==> src/rtl/bram_stream_ctrl.sv <==
// Load/replay sequencer owning a single BRAM port: buffers a nibble stream into
// consecutive addresses, then replays it in order through a valid/ready output.
module bram_stream_ctrl #(
    parameter int ADDR_W = 4,
    parameter int DATA_W = 4
) (
    input  logic              clk,
    input  logic              reset,
    input  logic              io_in_valid,
    output logic              io_in_ready,
    input  logic [DATA_W-1:0] io_in_bits,
    input  logic              io_start_read,
    output logic              io_busy,
    output logic [ADDR_W:0]   io_count,
    output logic [ADDR_W-1:0] io_mem_addr,
    output logic              io_mem_wen,
    output logic [DATA_W-1:0] io_mem_wdata,
    input  logic [DATA_W-1:0] io_mem_rdata,
    output logic              io_out_valid,
    input  logic              io_out_ready,
    output logic [DATA_W-1:0] io_out_bits
);

    localparam int DEPTH = 1 << ADDR_W;
    localparam logic [ADDR_W:0] DEPTH_C = DEPTH[ADDR_W:0];

    typedef enum logic [1:0] {
        LOAD,
        READ,
        WAIT,
        OUT
    } state_t;

    state_t            state;
    logic [ADDR_W:0]   count;
    logic [ADDR_W:0]   rd_ptr;
    logic [DATA_W-1:0] out_buf;

    logic              in_fire;
    logic              start_ok;
    logic [ADDR_W:0]   rd_next;

    assign io_in_ready = !reset && (state == LOAD) && (count < DEPTH_C);
    assign in_fire     = io_in_valid && io_in_ready;
    // A write landing in the same cycle as the start request joins the replay.
    assign start_ok    = (state == LOAD) && io_start_read && ((count != '0) || in_fire);
    assign rd_next     = rd_ptr + 1'b1;

    assign io_mem_wen   = in_fire;
    assign io_mem_wdata = io_in_bits;
    assign io_mem_addr  = (state == LOAD) ? count[ADDR_W-1:0] : rd_ptr[ADDR_W-1:0];

    assign io_out_valid = (state == OUT);
    assign io_out_bits  = out_buf;
    assign io_busy      = (state != LOAD);
    assign io_count     = count;

    always_ff @(posedge clk) begin
        if (reset) begin
            state   <= LOAD;
            count   <= '0;
            rd_ptr  <= '0;
            out_buf <= '0;
        end else begin
            case (state)
                LOAD: begin
                    if (in_fire) count <= count + 1'b1;
                    if (start_ok) begin
                        rd_ptr <= '0;
                        state  <= READ;
                    end
                end
                READ: state <= WAIT;
                // BRAM read data is registered: it becomes valid the cycle after READ.
                WAIT: begin
                    out_buf <= io_mem_rdata;
                    state   <= OUT;
                end
                OUT: begin
                    if (io_out_ready) begin
                        rd_ptr <= rd_next;
                        if (rd_next == count) begin
                            count <= '0;
                            state <= LOAD;
                        end else begin
                            state <= READ;
                        end
                    end
                end
                default: state <= LOAD;
            endcase
        end
    end

endmodule

==> config.mk <==
export PLATFORM = sky130hd
export DESIGN_NAME = bram_stream_ctrl
export DESIGN_NICKNAME = d
export VERILOG_FILES = /design/src/rtl/bram_stream_ctrl.sv
export SDC_FILE = /design/constraint.sdc
export NUM_CORES = 1
export LEC_CHECK = 0
export CAP_MARGIN = 40
export CORE_AREA = 3 3 55 57
export CTS_CLUSTER_DIAMETER = 80
export DETAILED_ROUTE_END_ITERATION = 6
export DIE_AREA = 0 0 58 60
export PLACE_DENSITY = 0.76
export SYNTH_ARGS = -nofsm -noshare
export SYNTH_HDL_FRONTEND = slang
export SYNTH_SLANG_ARGS = --single-unit
==> constraint.sdc <==
create_clock -name clk -period 2.15 [get_ports clk]
set_input_delay 0.43 -clock clk [delete_from_list [all_inputs] [get_ports clk]]
set_output_delay 0.43 -clock clk [all_outputs]
set_load 0.01 [all_outputs]
Word level (Yosys, flattened, before mapping)
Index checks and enable logic that the tools add are counted.
{"block": "totals", "inputBits": 13, "n_memories": 0, "latchBits": 0, "wordCells": 41, "mem_bits_ro": 0, "mem_bits_rw": 0, "register_bits": 16}
{"block": "classes", "multipliers": 0, "shifts": 0, "div_mod_pow": 0, "n_bitwise": 0, "n_lt_le_gt_ge": 1, "n_eq_ne": 8, "n_addsub": 2, "muxes": 12, "n_reduce_logical": 14}
{"op": "5-bit two-way mux", "n": 5}
{"op": "5-bit one-hot mux with 2 select lines", "n": 2}
{"op": "5-bit by 1-bit adder with 5-bit output (second input constant)", "n": 2}
{"op": "2-bit one-hot mux with 4 select lines", "n": 1}
{"op": "5-bit equality test", "n": 1}
{"op": "1-bit logical AND", "n": 5}
{"op": "5-bit < comparator (second input constant)", "n": 1}
{"op": "5-bit nonzero test", "n": 1}
{"op": "2-bit equality test (second input constant)", "n": 2}
{"op": "2-bit two-way mux", "n": 2}
{"op": "4-bit two-way mux", "n": 1}
{"op": "2-bit by 1-bit != test with 1-bit output (second input constant)", "n": 2}
{"op": "2-bit != test (second input constant)", "n": 2}
{"op": "4-bit AND reduction", "n": 1}
{"op": "2-bit nonzero test", "n": 2}
{"op": "3-bit AND reduction", "n": 1}
{"op": "2-bit by 1-bit equality test with 1-bit output (second input constant)", "n": 1}
{"op": "2-bit logical NOT", "n": 1}
{"op": "2-bit AND reduction", "n": 1}
{"op": "1-bit logical NOT", "n": 1}
{"op": "1-bit logical OR", "n": 1}
{"op": "1-bit two-way mux", "n": 1}

Longest topological paths before layout
Gate-level depths: netlist of run 1.
{"block": "logic_depth", "word_depth": 8, "mapped_depth": 8, "ltp_nobuf": 7}

Worst setup path after synthesis of run 1
Ideal clock, no wire load.
{"block": "synth_path", "kind": "register to register", "from": "reg count[0], in the netlist io_count[0]", "to": "reg state[0]", "setup_time_ns": 0.086, "required_time_ns": 2.064, "synth_period_minus_slack_ns": 1.937, "path_buffers": 1, "arrival_time_ns": 1.851, "setup_slack_ns": 0.213, "stages_incl_launch_ff": 8, "path_cell_list": "dfxtp_1 -> clkbuf_1 -> inv_1 -> ha_1 -> nor4b_2 -> a311oi_4 -> o21ai_1 -> a221oi_2"}
{"block": "synth_between", "elab_chain_cells": 7, "elab_cells_between_ends": 12, "cone_classes": "order compare (1); eq/ne (2); mux (3); reduce/logical (6)"}
{"element": "from (decl)", "line": "35", "source": "logic [ADDR_W:0] count;"}
{"element": "from (signal assigned)", "line": "67", "source": "if (in_fire) count <= count + 1'b1;"}
{"element": "5-bit < comparator", "line": "43", "source": "assign io_in_ready = !reset && (state == LOAD) && (count < DEPTH_C);"}
{"element": "1-bit logical AND", "line": "43"}
{"element": "1-bit logical AND", "line": "44", "source": "assign in_fire = io_in_valid && io_in_ready;"}
{"element": "1-bit logical OR", "line": "46", "source": "assign start_ok = (state == LOAD) && io_start_read && ((count != '0) || in_fire);"}
{"element": "1-bit logical AND", "line": "46"}
{"element": "2-bit != test (no line)"}
{"element": "2-bit AND reduction (no line)"}
{"element": "to (signal assigned)", "line": "60", "source": "state <= LOAD;"}
{"element": "to (signal assigned)", "line": "70", "source": "state <= READ;"}
{"element": "to (signal assigned)", "line": "73", "source": "READ: state <= WAIT;"}
{"element": "to (decl)", "line": "34", "source": "state_t state;"}
Several ways; a longest one is shown, not always the timed one. The select of a mux whose other input is x is not followed.
A chain may end at the register's enable or synchronous reset.

Worst setup path in the final report of run 1
{"block": "layout_path", "from": "reg state[0]", "to": "out io_mem_addr[1]"}
{"block": "layout_between", "elab_chain_cells": 2}
{"element": "2-bit logical NOT", "line": "51", "source": "assign io_mem_addr = (state == LOAD) ? count[ADDR_W-1:0] : rd_ptr[ADDR_W-1:0];"}
{"element": "4-bit two-way mux", "line": "51"}
{"element": "to (decl)", "line": "15", "source": "output logic [ADDR_W-1:0] io_mem_addr,"}
Every way passes these cells.

==> metrics.yaml, run 1 <==
final_layout:
  multiInputGateArea_um2: 773.2
  fill_cells: 215
  antenna_cells: 0
  area_growth_pct: 30.45
  drive_gt1_share_pct: 22.56
  regArea_um2: 320.3
  num-nets-final: 185
  stdcell_count: 194
  final_core_util_pct: 61.41
clock_tree:
  cts_root_buffer: "clkbuf_4"
  insertion_delay_ps: 300
  htree_levels: 1
  cts_buffer_depth: 2
  cts.clk_slew.worst_paths_ps: 110
  holdBufCountCts: 0
  cts_buffers: 3
  cts_sinks: 16
  tritoncts: "yes"
yosys:
  syn_area_um2: 1187
  yosys_warnings: 0
  syn_avg_cell_area_um2: 8.928
  yosysSeqAreaShare_pct: 26.98
  synthCells: 133
  ys_seq_elements: 16
  syn_nets: 153
  async_reset_ff_share_pct: 0
  synth_cell_types: 42
  synth_edf_count: 0
  synth_flop_cell: "dfxtp_1"
place:
  place_congestion: 0.8820
  post-place-cells: 187
  io_buffers: 25
  dp.final_hpwl_mm: 2.070
global_route:
  grt_pass1_vias: 1056
  grtUsageTotal_pct: 17.28
  grt_max_degree: 17
  antenna_found_initial: 0
  grt.overflow.total: 0
  grt_pass1_wl_mm: 4.616
detailed_routing:
  drc: 0
  routed_via_density: 5.536
  dr.pass1.iters: 4
  num_vias: 1074
  ant_nets: 0
  wl_per_cell_um: 14.88
  routed_wirelength_mm: 2.886
  drt_iter0_markers: 40
die:
  ios: 34
  initial_core_util_pct: 47.07
  die_area_um2: 3480
  num_rows: 18
  core_um2: 2522
  die_w_um: 58
  die_h_um: 60
outcome:
  status: "complete, no violations"
min_path:
  hold_path.class: "reg2reg"
sta:
  period_minus_slack_ps: 2095
  worst_pin_slew_ps: 439.4
  finalCritPeriodShare_pct: 97.45
  relSlewSlack_pct: 70.71
  finalHoldViolCount: 0
  maxSlewViolCount: 0
  setup_tns_ps: 0
  hold_ws_ps: 506.9
  setup_viol: 0
  max_freq_ghz: 0.4773
  rsz0062_at_grt: "no"
  fin_skew_ps: 2.698
setup_path:
  cpPeakStageDelay_ps: 330
  crit_buf_inv: 3
  startpoint_type: "flop"
  crit_fanout: 6
  crit_slowest_cell: "dfxtp_1"
  worst_ep_arrival_time_ps: 1670
  endpoint_kind: "primary output"
  worstSetupPathType: "reg2out"
  cpLargestDelayFamily: "buffers and inverters"
  required_ps: 1720
  path_cells: "inv_1 -> ha_4 -> buf_4 -> mux2_2 -> dlygate4sd2_1"
pwr:
  p_leak_nw: 0.6094
  power_density_nw_per_um2: 825.7
  ir_drop_mv: 0.7401
  power_mw: 1.279
run:
  max_cap_viol_count: 0
==> stage by stage <==
stage,area [um^2],setup WS [ps]
after floorplan,1187,213.0
after global placement,1479,44.92
after detailed placement,1479,38.16
after CTS,1521,6.860
after global routing,1549,3.479
final,1549,54.82
==> cell usage in the layout (no fill, tap or decap), types with 2 or more instances in the layout <==
| master | Yosys | layout |
|---|---|---|
| a21oi_1 | 9 | 9 |
| nand3_1 | 6 | 6 |
| nand2_1 | 8 | 8 |
| a21o_1 | 2 | 2 |
| xnor2_1 | 3 | 3 |
| o21ai_0 | 5 | 5 |
| nor2_1 | 11 | 11 |
| dlygate4sd2_1 | 0 | 5 |
| a211oi_1 | 2 | 2 |
| nand4_1 | 3 | 3 |
| clkbuf_4 | 0 | 3 |
| a221oi_2 | 2 | 2 |
| nand2b_1 | 4 | 4 |
| a211oi_2 | 2 | 2 |
| dlymetal6s2s_1 | 0 | 2 |
| buf_4 | 4 | 13 |
| inv_1 | 8 | 8 |
| ha_1 | 7 | 5 |
| nand2b_4 | 2 | 2 |
| o21ai_1 | 3 | 3 |
| mux2_2 | 3 | 3 |
| clkdlybuf4s50_1 | 0 | 18 |
| xor2_1 | 2 | 2 |
| dfxtp_1 | 16 | 16 |
| mux2i_1 | 5 | 5 |
==> cells by family (layout without fill, tap and decap cells) <==
kind of cell               count (synthesis)  count (layout)  synth area share, %
AOI/OAI and AO/OA                         35              35                25.61
xor gates and xnor gates                   5               5                3.689
adders and majority gates                  7               7                7.376
DFF                                       16              16                26.98
buffers and inverters                     20              51                9.167
muxes                                      8               8                7.060
and+or+nand+nor                           42              42                20.13
==> cell usage after synthesis, types with 2 or more instances <==
| library cell | count | area share [%] |
|---|---|---|
| clkbuf_1 | 3 | 0.95 |
| xor2_1 | 2 | 1.5 |
| dfxtp_1 | 16 | 27 |
| buf_6 | 2 | 1.9 |
| o21ai_1 | 3 | 1.3 |
| nand2_1 | 8 | 2.5 |
| mux2_2 | 3 | 2.8 |
| nand2b_4 | 2 | 2.3 |
| a21oi_1 | 9 | 3.8 |
| xnor2_1 | 3 | 2.2 |
| a21o_1 | 2 | 1.3 |
| a211oi_2 | 2 | 2.1 |
| nand2b_1 | 4 | 2.1 |
| nand3_1 | 6 | 2.5 |
| ha_1 | 7 | 7.4 |
| buf_2 | 3 | 1.3 |
| nor2_1 | 11 | 3.5 |
| mux2i_1 | 5 | 4.2 |
| a211oi_1 | 2 | 1.3 |
| inv_1 | 8 | 2.5 |
| a221oi_2 | 2 | 2.5 |
| o21ai_0 | 5 | 2.1 |
| buf_4 | 4 | 2.5 |
| nand4_1 | 3 | 1.6 |
==> final cells by class <==
cell class	instances	share of cell area, %
inverter	8	1.939
sequential	16	20.68
tap	30	2.423
clock buffer	4	2.342
timing repair buffer	39	22.70
multi-input combinational	97	49.92
==> registers in the layout, summed over array words and instances (netlist names) <==
signal and count:
io_count 5, rd_ptr 5, state 2, io_out_bits 4
==> path summary, 6_finish.rpt <==
kind                                             startpoint                          end  slack (ps)  cells past startpoint
worst max register to register        state[0]$_SDFFE_PP0P_        state[0]$_SDFFE_PP0P_         110                      8
worst max-delay path                  state[0]$_SDFFE_PP0P_               io_mem_addr[1]          50                      5
worst min-delay path            io_out_bits[1]$_SDFFE_PP0N_  io_out_bits[1]$_SDFFE_PP0N_         510                      2
worst min register to register  io_out_bits[1]$_SDFFE_PP0N_  io_out_bits[1]$_SDFFE_PP0N_         510                      2
==> timing repair <==
| item | 4_1_cts | 5_1_grt |
|---|---|---|
| setup endpoints to repair | 7 | 3 |
| pin swaps | 1 | 2 |
| setup buffers | 0 | 3 |
| endpoints found under the hold margin | 0 | 0 |
| gates resized for setup | 7 | 3 |
==> metal layers <==
metal | wire, um | global-route usage (%) | vias up
li1 | - | - | 534
met1 | 1237 | 19.79 | 511
met2 | 1525 | 31.13 | 27
met3 | 108 | 4.752 | 2
met4 | 14 | 5.298 | 0
met5 | 0 | 0 | -
==> report_power, final <==
group          internal, mW  total (mW)  switching [mW]  leakage, nW
Clock                 0.103       0.215           0.112       0.0210
Combinational         0.345       0.721           0.376        0.459
Sequential            0.327       0.343          0.0164        0.129
==> tightest hold or removal path: stages (launching register included) <==
cell     delay [ps]
dfxtp_1         340
mux2i_1          60
nor2_1           70
(Power assumes the default switching activity.)
==> inputs of run 2 (changes only) <==
==> config.mk (replaced) <==
export PLATFORM = sky130hd
export DESIGN_NAME = bram_stream_ctrl
export DESIGN_NICKNAME = d
export VERILOG_FILES = /design/src/rtl/bram_stream_ctrl.sv
export SDC_FILE = /design/constraint.sdc
export NUM_CORES = 1
export LEC_CHECK = 0
export ABC_AREA = 1
export CAP_MARGIN = 40
export CORE_AREA = 3 3 53 55
export CTS_CLUSTER_DIAMETER = 80
export DETAILED_ROUTE_END_ITERATION = 6
export DIE_AREA = 0 0 56 58
export PLACE_DENSITY = 0.75
export SYNTH_ARGS = -nofsm -noshare
export SYNTH_HDL_FRONTEND = slang
export SYNTH_SLANG_ARGS = --single-unit
==> run 2 against run 1 <==
Final cell count increased by 8.8%. Count of clock-buffer cells in the layout unchanged. Die area decreased by 6.7%. Cell area decreased by 9.3%. Maximum frequency increased by 7.1%. Critical path depth decreased by 3. Register-to-register slack improved by 300 ps. Hold slack got worse by 2.0 ps. Critical path type unchanged. Highest routed layer unchanged.
==> metrics.yaml, run 2 <==
outcome:
  status: "complete, no violations"  # unchanged
die:
  die_w_um: 56  # was 58 um
  initial_core_util_pct: 43.16  # was 47.07%
  die_area_um2: 3248  # was 3480 um^2
  num_rows: 18  # unchanged
  die_h_um: 58  # was 60 um
  ios: 34  # unchanged
  core_um2: 2432  # was 2522 um^2
sta:
  fin_ws_ps: 194.1  # was 54.82 ps
  relSlewSlack_pct: 77.73  # was 70.71%
  finalCritPeriodShare_pct: 90.97  # was 97.45%
  rsz0062_at_grt: "no"  # unchanged
  maxSlewViolCount: 0  # unchanged
  hold_ws_ps: 504.9  # was 506.9 ps
  worst_pin_slew_ps: 332.8  # was 439.4 ps
  finalHoldViolCount: 0  # unchanged
  period_minus_slack_ps: 1956  # was 2095 ps
  fin_skew_ps: 11.54  # was 2.698 ps
  setup_viol: 0  # unchanged
  setup_tns_ps: 0  # unchanged
  max_freq_ghz: 0.5113  # was 0.4773 GHz
setup_path:
  cpLargestDelayFamily: "buffers and inverters"  # unchanged
  worst_ep_arrival_time_ps: 1530  # was 1670 ps
  path_cells: "ha_2 -> clkdlybuf4s50_1"  # was inv_1 -> ha_4 -> buf_4 -> mux2_2 -> dlygate4sd2_1
  cpPeakStageDelay_ps: 570  # was 330 ps
  worstSetupPathType: "reg2out"  # unchanged
  required_ps: 1720  # about the same
  endpoint_kind: "primary output"  # unchanged
  crit_slowest_cell: "clkdlybuf4s50_1"  # was dfxtp_1
  crit_buf_inv: 1  # was 3
  startpoint_type: "flop"  # unchanged
  crit_fanout: 8  # was 6
detailed_routing:
  routed_via_density: 4.886  # was 5.536
  routed_wirelength_mm: 2.490  # was 2.886 mm
  drc: 0  # unchanged
  wl_per_cell_um: 11.80  # was 14.88 um
  drt_iter0_markers: 24  # was 40
  dr.pass1.iters: 4  # unchanged
  ant_nets: 0  # unchanged
  num_vias: 1031  # was 1074
yosys:
  synth_edf_count: 0  # unchanged
  netlist_top_cells_count: "nand2_1 (29), inv_1 (21), nor2_1 (18)"  # was dfxtp_1 (16), nor2_1 (11), a21oi_1 (9)
  synthCells: 151  # was 133
  yosysSeqAreaShare_pct: 30.51  # was 26.98%
  synth_flop_cell: "dfxtp_1"  # unchanged
  synth_top_area_share_pct: 30.51  # was 26.98%
  ys_seq_elements: 16  # unchanged
  syn_avg_cell_area_um2: 6.952  # was 8.928 um^2
  synthTopCellsByArea: "dfxtp_1 (31%), nand2_1 (10%), ha_1 (8.3%)"  # was dfxtp_1 (27%), ha_1 (7.4%), mux2i_1 (4.2%)
  synth.most_common_cell: "nand2_1"  # was dfxtp_1
  yosys_warnings: 0  # unchanged
  synth_cell_types: 24  # was 42
  yosys.area.top_type: "dfxtp_1"  # unchanged
  syn_nets: 171  # was 153
  syn_area_um2: 1050  # was 1187 um^2
  async_reset_ff_share_pct: 0  # unchanged
place:
  dp.final_hpwl_mm: 1.972  # was 2.070 mm
  placed_cell_area_um2: 1345  # was 1479 um^2
  place_ws_ps: -34.30  # was 38.16 ps
  place_congestion: 0.8208  # was 0.8820
  post-place-cells: 207  # was 187
  io_buffers: 25  # unchanged
clock_tree:
  cts_root_buffer: "clkbuf_4"  # unchanged
  htree_levels: 1  # unchanged
  cts_buffers: 3  # unchanged
  cts.clk_slew.worst_paths_ps: 110  # about the same
  insertion_delay_ps: 300  # about the same
  cts_buffer_depth: 2  # unchanged
  tritoncts: "yes"  # unchanged
  holdBufCountCts: 0  # unchanged
  postCtsSetupRepairBufs: 0  # unchanged
  cts_sinks: 16  # unchanged
global_route:
  grt_busiest_layer: "met2"  # unchanged
  use_met1_pct: 18.64  # was 19.79%
  antenna_found_initial: 0  # unchanged
  grt_pass1_wl_mm: 4.388  # was 4.616 mm
  grt_pass1_vias: 998  # was 1056
  grt_max_degree: 11  # was 17
  use_met3_pct: 7.572  # was 4.752%
  grt.overflow.total: 0  # unchanged
  grtUsageTotal_pct: 17.19  # was 17.28%
  use_met2_pct: 30.55  # was 31.13%
final_layout:
  final_common_cell: "nand2_1"  # was clkdlybuf4s50_1
  final_cell_mix: "nand2_1 (29), inv_1 (19), nor2_1 (18), clkdlybuf4s50_1 (18)"  # was clkdlybuf4s50_1 (18), dfxtp_1 (16), buf_4 (13)
  final_cell_area_um2: 1405  # was 1549 um^2
  drive_gt1_share_pct: 17.13  # was 22.56%
  final_core_util_pct: 57.77  # was 61.41%
  num-nets-final: 202  # was 185
  fill_cells: 234  # was 215
  area_growth_pct: 33.85  # was 30.45%
  stdcell_count: 211  # was 194
  antenna_cells: 0  # unchanged
run:
  max_cap_viol_count: 0  # unchanged
min_path:
  hold_path.class: "reg2reg"  # unchanged
pwr:
  p_leak_nw: 0.6591  # was 0.6094 nW
  ir_drop_mv: 0.5478  # was 0.7401 mV
  power_mw: 1.266  # was 1.279 mW
  power_density_nw_per_um2: 900.7  # was 825.7 nW/um^2
## run 2: cell types whose count changed after synthesis, moves of 4 or more
cell	previous run	this run
nand2_1	8	29
inv_1	8	21
o21ai_0	5	14
nor2_1	11	18
mux2i_1	5	0
nand2_2	0	4
nand2b_1	4	0
## run 2: report_power, final
group          switching [mW]  total [mW]  leakage [nW]  internal, mW
combinational           0.335       0.623         0.507         0.289
clock                   0.105       0.208        0.0210         0.103
sequential             0.0676       0.434         0.131         0.367
## run 2: what timing repair did
| action | CTS | global route |
|---|---|---|
| gates cloned | 0 | 0 |
| resized for setup | 9 | 5 |
| setup endpoints to repair | 7 | 5 |
## run 2: layout make-up
class	count	area [um^2]	area share, %
timing repair buffer	32	309.0	21.99
multi-input combinational	106	613.1	43.63
sequential	16	322.8	22.97
clock buffer	4	36.28	2.582
tap	30	37.54	2.671
inverter	23	86.33	6.144
## run 2: cells by family after synthesis
kind of cell | Yosys count | share of synthesized area [%]
AO/OA/AOI/OAI | 34 | 19.79
flip-flops | 16 | 30.51
AND/OR/NAND/NOR | 64 | 28.01
adder cells (fa/ha/maj) | 7 | 8.343
XOR/XNOR | 1 | 0.8345
buffers and inverters | 29 | 12.52
## run 2: metal layers
metal	wire length, um	up-vias
met4	16	0
met3	237	2
li1	-	546
met2	1222	39
met1	1014	444
met5	0	-
## run 2: path summary, 6_finish.rpt
path,depth (start not counted),end,startpoint,slack (ps)
worst max-delay path,2,io_out_valid,state[0]$_SDFFE_PP0P_,190
worst min-delay path,2,state[0]$_SDFFE_PP0P_,state[0]$_SDFFE_PP0P_,500
worst max register to register,11,rd_ptr[1]$_SDFFE_PP0P_,state[0]$_SDFFE_PP0P_,410
worst min register to register,2,state[0]$_SDFFE_PP0P_,state[0]$_SDFFE_PP0P_,500
## run 2: worst register-to-register path, stage by stage (launching register included)
cell and delay, ps:
dfxtp_2 360, inv_2 90, ha_4 190, buf_4 150, nand4_4 100, inv_2 70, buf_4 100, o21bai_2 80
a21oi_4 260, o21ai_0 120, o21ai_0 80, nor2_1 50
==> inputs of run 3 (changes only) <==
--- a/config.mk
+++ b/config.mk
@@ -7,11 +7,11 @@
 export LEC_CHECK = 0
 export ABC_AREA = 1
 export CAP_MARGIN = 40
-export CORE_AREA = 3 3 53 55
+export CORE_AREA = 3 3 69 71
+export CTS_BUF_LIST = sky130_fd_sc_hd__clkbuf_8
 export CTS_CLUSTER_DIAMETER = 80
 export DETAILED_ROUTE_END_ITERATION = 6
-export DIE_AREA = 0 0 56 58
-export PLACE_DENSITY = 0.75
+export DIE_AREA = 0 0 72 74
 export SYNTH_ARGS = -nofsm -noshare
 export SYNTH_HDL_FRONTEND = slang
 export SYNTH_SLANG_ARGS = --single-unit
==> run 3 against run 2 <==
Maximum frequency shrank 3.9%. Clock power rose by 12%. Final cell count up 10%. Count of clock-buffer cells in the layout shrank 1. Power up 2.2%. Critical path depth did not move. Clock skew down 10 ps. Utilization fell by 25 points.
==> metrics.yaml, run 3 (synthesis results as in run 2) <==
outcome:
  status: "complete, no violations"  # unchanged
detailed_routing:
  drc: 0  # unchanged
  dr.pass1.iters: 4  # unchanged
  drt_iter0_markers: 37  # was 24
  routed_via_density: 4.358  # was 4.886
  wl_per_cell_um: 10.91  # was 11.80 um
  num_vias: 1011  # was 1031
  ant_nets: 0  # unchanged
  routed_wirelength_mm: 2.531  # was 2.490 mm
sta:
  period_minus_slack_ps: 2034  # was 1956 ps
  rsz0062_at_grt: "no"  # unchanged
  hold_ws_ps: 500.2  # was 504.9 ps
  worst_pin_slew_ps: 378.6  # was 332.8 ps
  max_freq_ghz: 0.4916  # was 0.5113 GHz
  finalCritPeriodShare_pct: 94.62  # was 90.97%
  setup_viol: 0  # unchanged
  maxSlewViolCount: 0  # unchanged
  fin_skew_ps: 1.288  # was 11.54 ps
  finalHoldViolCount: 0  # unchanged
  relSlewSlack_pct: 74.67  # was 77.73%
place:
  placed_cell_area_um2: 1373  # was 1345 um^2
  place_congestion: 0.8167  # was 0.8208
  io_buffers: 25  # unchanged
  dp.final_hpwl_mm: 2.027  # was 1.972 mm
min_path:
  hold_path.class: "reg2reg"  # unchanged
pwr:
  power_frac_seq_pct: 33.3  # was 34.3%
  ir_drop_mv: 0.3466  # was 0.5478 mV
  intPower_uw: 785.9  # was 758.5 uW
  power_density_nw_per_um2: 907.9  # was 900.7 nW/um^2
  swShare_pct: 39.26  # was 40.07%
  power_frac_comb_pct: 48.7  # was 49.2%
  p_clk_share_pct: 18.0  # was 16.5%
  p_leak_nw: 0.6324  # was 0.6591 nW
  p_sw_uw: 508.0  # was 507.1 uW
clock_tree:
  postCtsSetupRepairBufs: 0  # unchanged
  insertion_delay_ps: 250  # was 300 ps
  cts.clk_slew.worst_paths_ps: 60  # was 110 ps
  cts_buffer_depth: 2  # unchanged
  cts_buffers: 3  # unchanged
  htree_levels: 1  # unchanged
  cts_root_buffer: "clkbuf_8"  # was clkbuf_4
  holdBufCountCts: 0  # unchanged
  tritoncts: "yes"  # unchanged
  cts_sinks: 16  # unchanged
  cts-resized-gates: 10  # was 9
global_route:
  grt.overflow.total: 0  # unchanged
  grt_pass1_wl_mm: 4.257  # was 4.388 mm
  use_met2_pct: 16.12  # was 30.55%
  use_met3_pct: 2.973  # was 7.572%
  grtUsageTotal_pct: 10.33  # was 17.19%
  grt_max_degree: 11  # unchanged
  use_met1_pct: 12.82  # was 18.64%
  grt_busiest_layer: "met2"  # unchanged
  antenna_found_initial: 0  # unchanged
  grt_pass1_vias: 903  # was 998
setup_path:
  endpoint_kind: "primary output"  # unchanged
  crit_fanout: 8  # unchanged
  required_ps: 1720  # about the same
  worstSetupPathType: "reg2out"  # unchanged
  worst_ep_arrival_time_ps: 1600  # was 1530 ps
  startpoint_type: "flop"  # unchanged
final_layout:
  final_cell_mix: "nand2_1 (29), inv_1 (18), nor2_1 (18), clkdlybuf4s50_1 (18), dfxtp_1 (16)"  # was nand2_1 (29), inv_1 (19), nor2_1 (18), clkdlybuf4s50_1 (18)
  final_cell_area_um2: 1425  # was 1405 um^2
  drive_gt1_share_pct: 15.56  # was 17.13%
  final_core_util_pct: 33.19  # was 57.77%
  final_common_cell: "nand2_1"  # unchanged
  num-nets-final: 202  # unchanged
  area_growth_pct: 35.76  # was 33.85%
  antenna_cells: 0  # unchanged
die:
  core_um2: 4294  # was 2432 um^2
  die_w_um: 72  # was 56 um
  num_rows: 24  # was 18
  die_h_um: 74  # was 58 um
  initial_core_util_pct: 24.45  # was 43.16%
  ios: 34  # unchanged
  die_area_um2: 5328  # was 3248 um^2
run:
  max_cap_viol_count: 0  # unchanged
## run 3: cell count changes in the layout (fill, tap and decap cells not counted), moves of 2 or more
cell	delta
dfxtp_2	-2
clkbuf_8	+2
clkbuf_4	-3
dlymetal6s2s_1	-2
dlygate4sd2_1	+2
dfxtp_1	+2
## run 3: power groups by stage
stage / registers [mW] / logic (mW) / clock network (mW)
after detailed placement: 0.435 / 0.631 / 0
after CTS: 0.431 / 0.643 / 0.243
final: 0.430 / 0.630 / 0.233
after floorplan: 0.434 / 0.383 / 0
after global placement: 0.435 / 0.626 / 0
after global routing: 0.441 / 0.710 / 0.263
## run 3: final timing paths
check	startpoint	to	slack, ps	cells past startpoint
hold / removal	io_out_bits[0]$_SDFFE_PP0N_	io_out_bits[0]$_SDFFE_PP0N_	500	2
hold reg to reg	io_out_bits[0]$_SDFFE_PP0N_	io_out_bits[0]$_SDFFE_PP0N_	500	2
setup reg to reg	state[0]$_SDFFE_PP0P_	rd_ptr[2]$_SDFFE_PP0P_	430	11
setup / recovery	state[1]$_SDFFE_PP0P_	io_out_valid	120	2
## run 3: worst max-delay path: stages (launching register included)
cell	delay [ps]
dfxtp_1	400
ha_1	350
clkdlybuf4s50_1	600
## run 3: final cells by class
cell class / count / area, um^2
flip-flops and latches: 16 / 320.3
multi-input cells: 106 / 610.6
fillers: 479 / 2869
repair buffers: 32 / 301.5
clock buffers: 3 / 41.29
well taps: 52 / 65.06
inverters: 23 / 86.33
## run 3: metrics by stage
step           TNS [ps]  total power [mW]  instances  setup slack [ps]
2_1_floorplan         0            0.8162        151             522.0
3_3_place_gp     -40.74             1.061        229            -40.74
3_5_place_dp     -46.01             1.066        229            -45.17
4_1_cts               0             1.317        232             23.57
5_1_grt               0             1.413        232             16.82
6_report              0             1.294        232             115.6
## run 3: routing by layer
layer | vias up | share of wire, %
met5 | - | 0
met3 | 4 | 6.2
li1 | 548 | -
met2 | 21 | 45
met4 | 0 | 2.1
met1 | 438 | 46
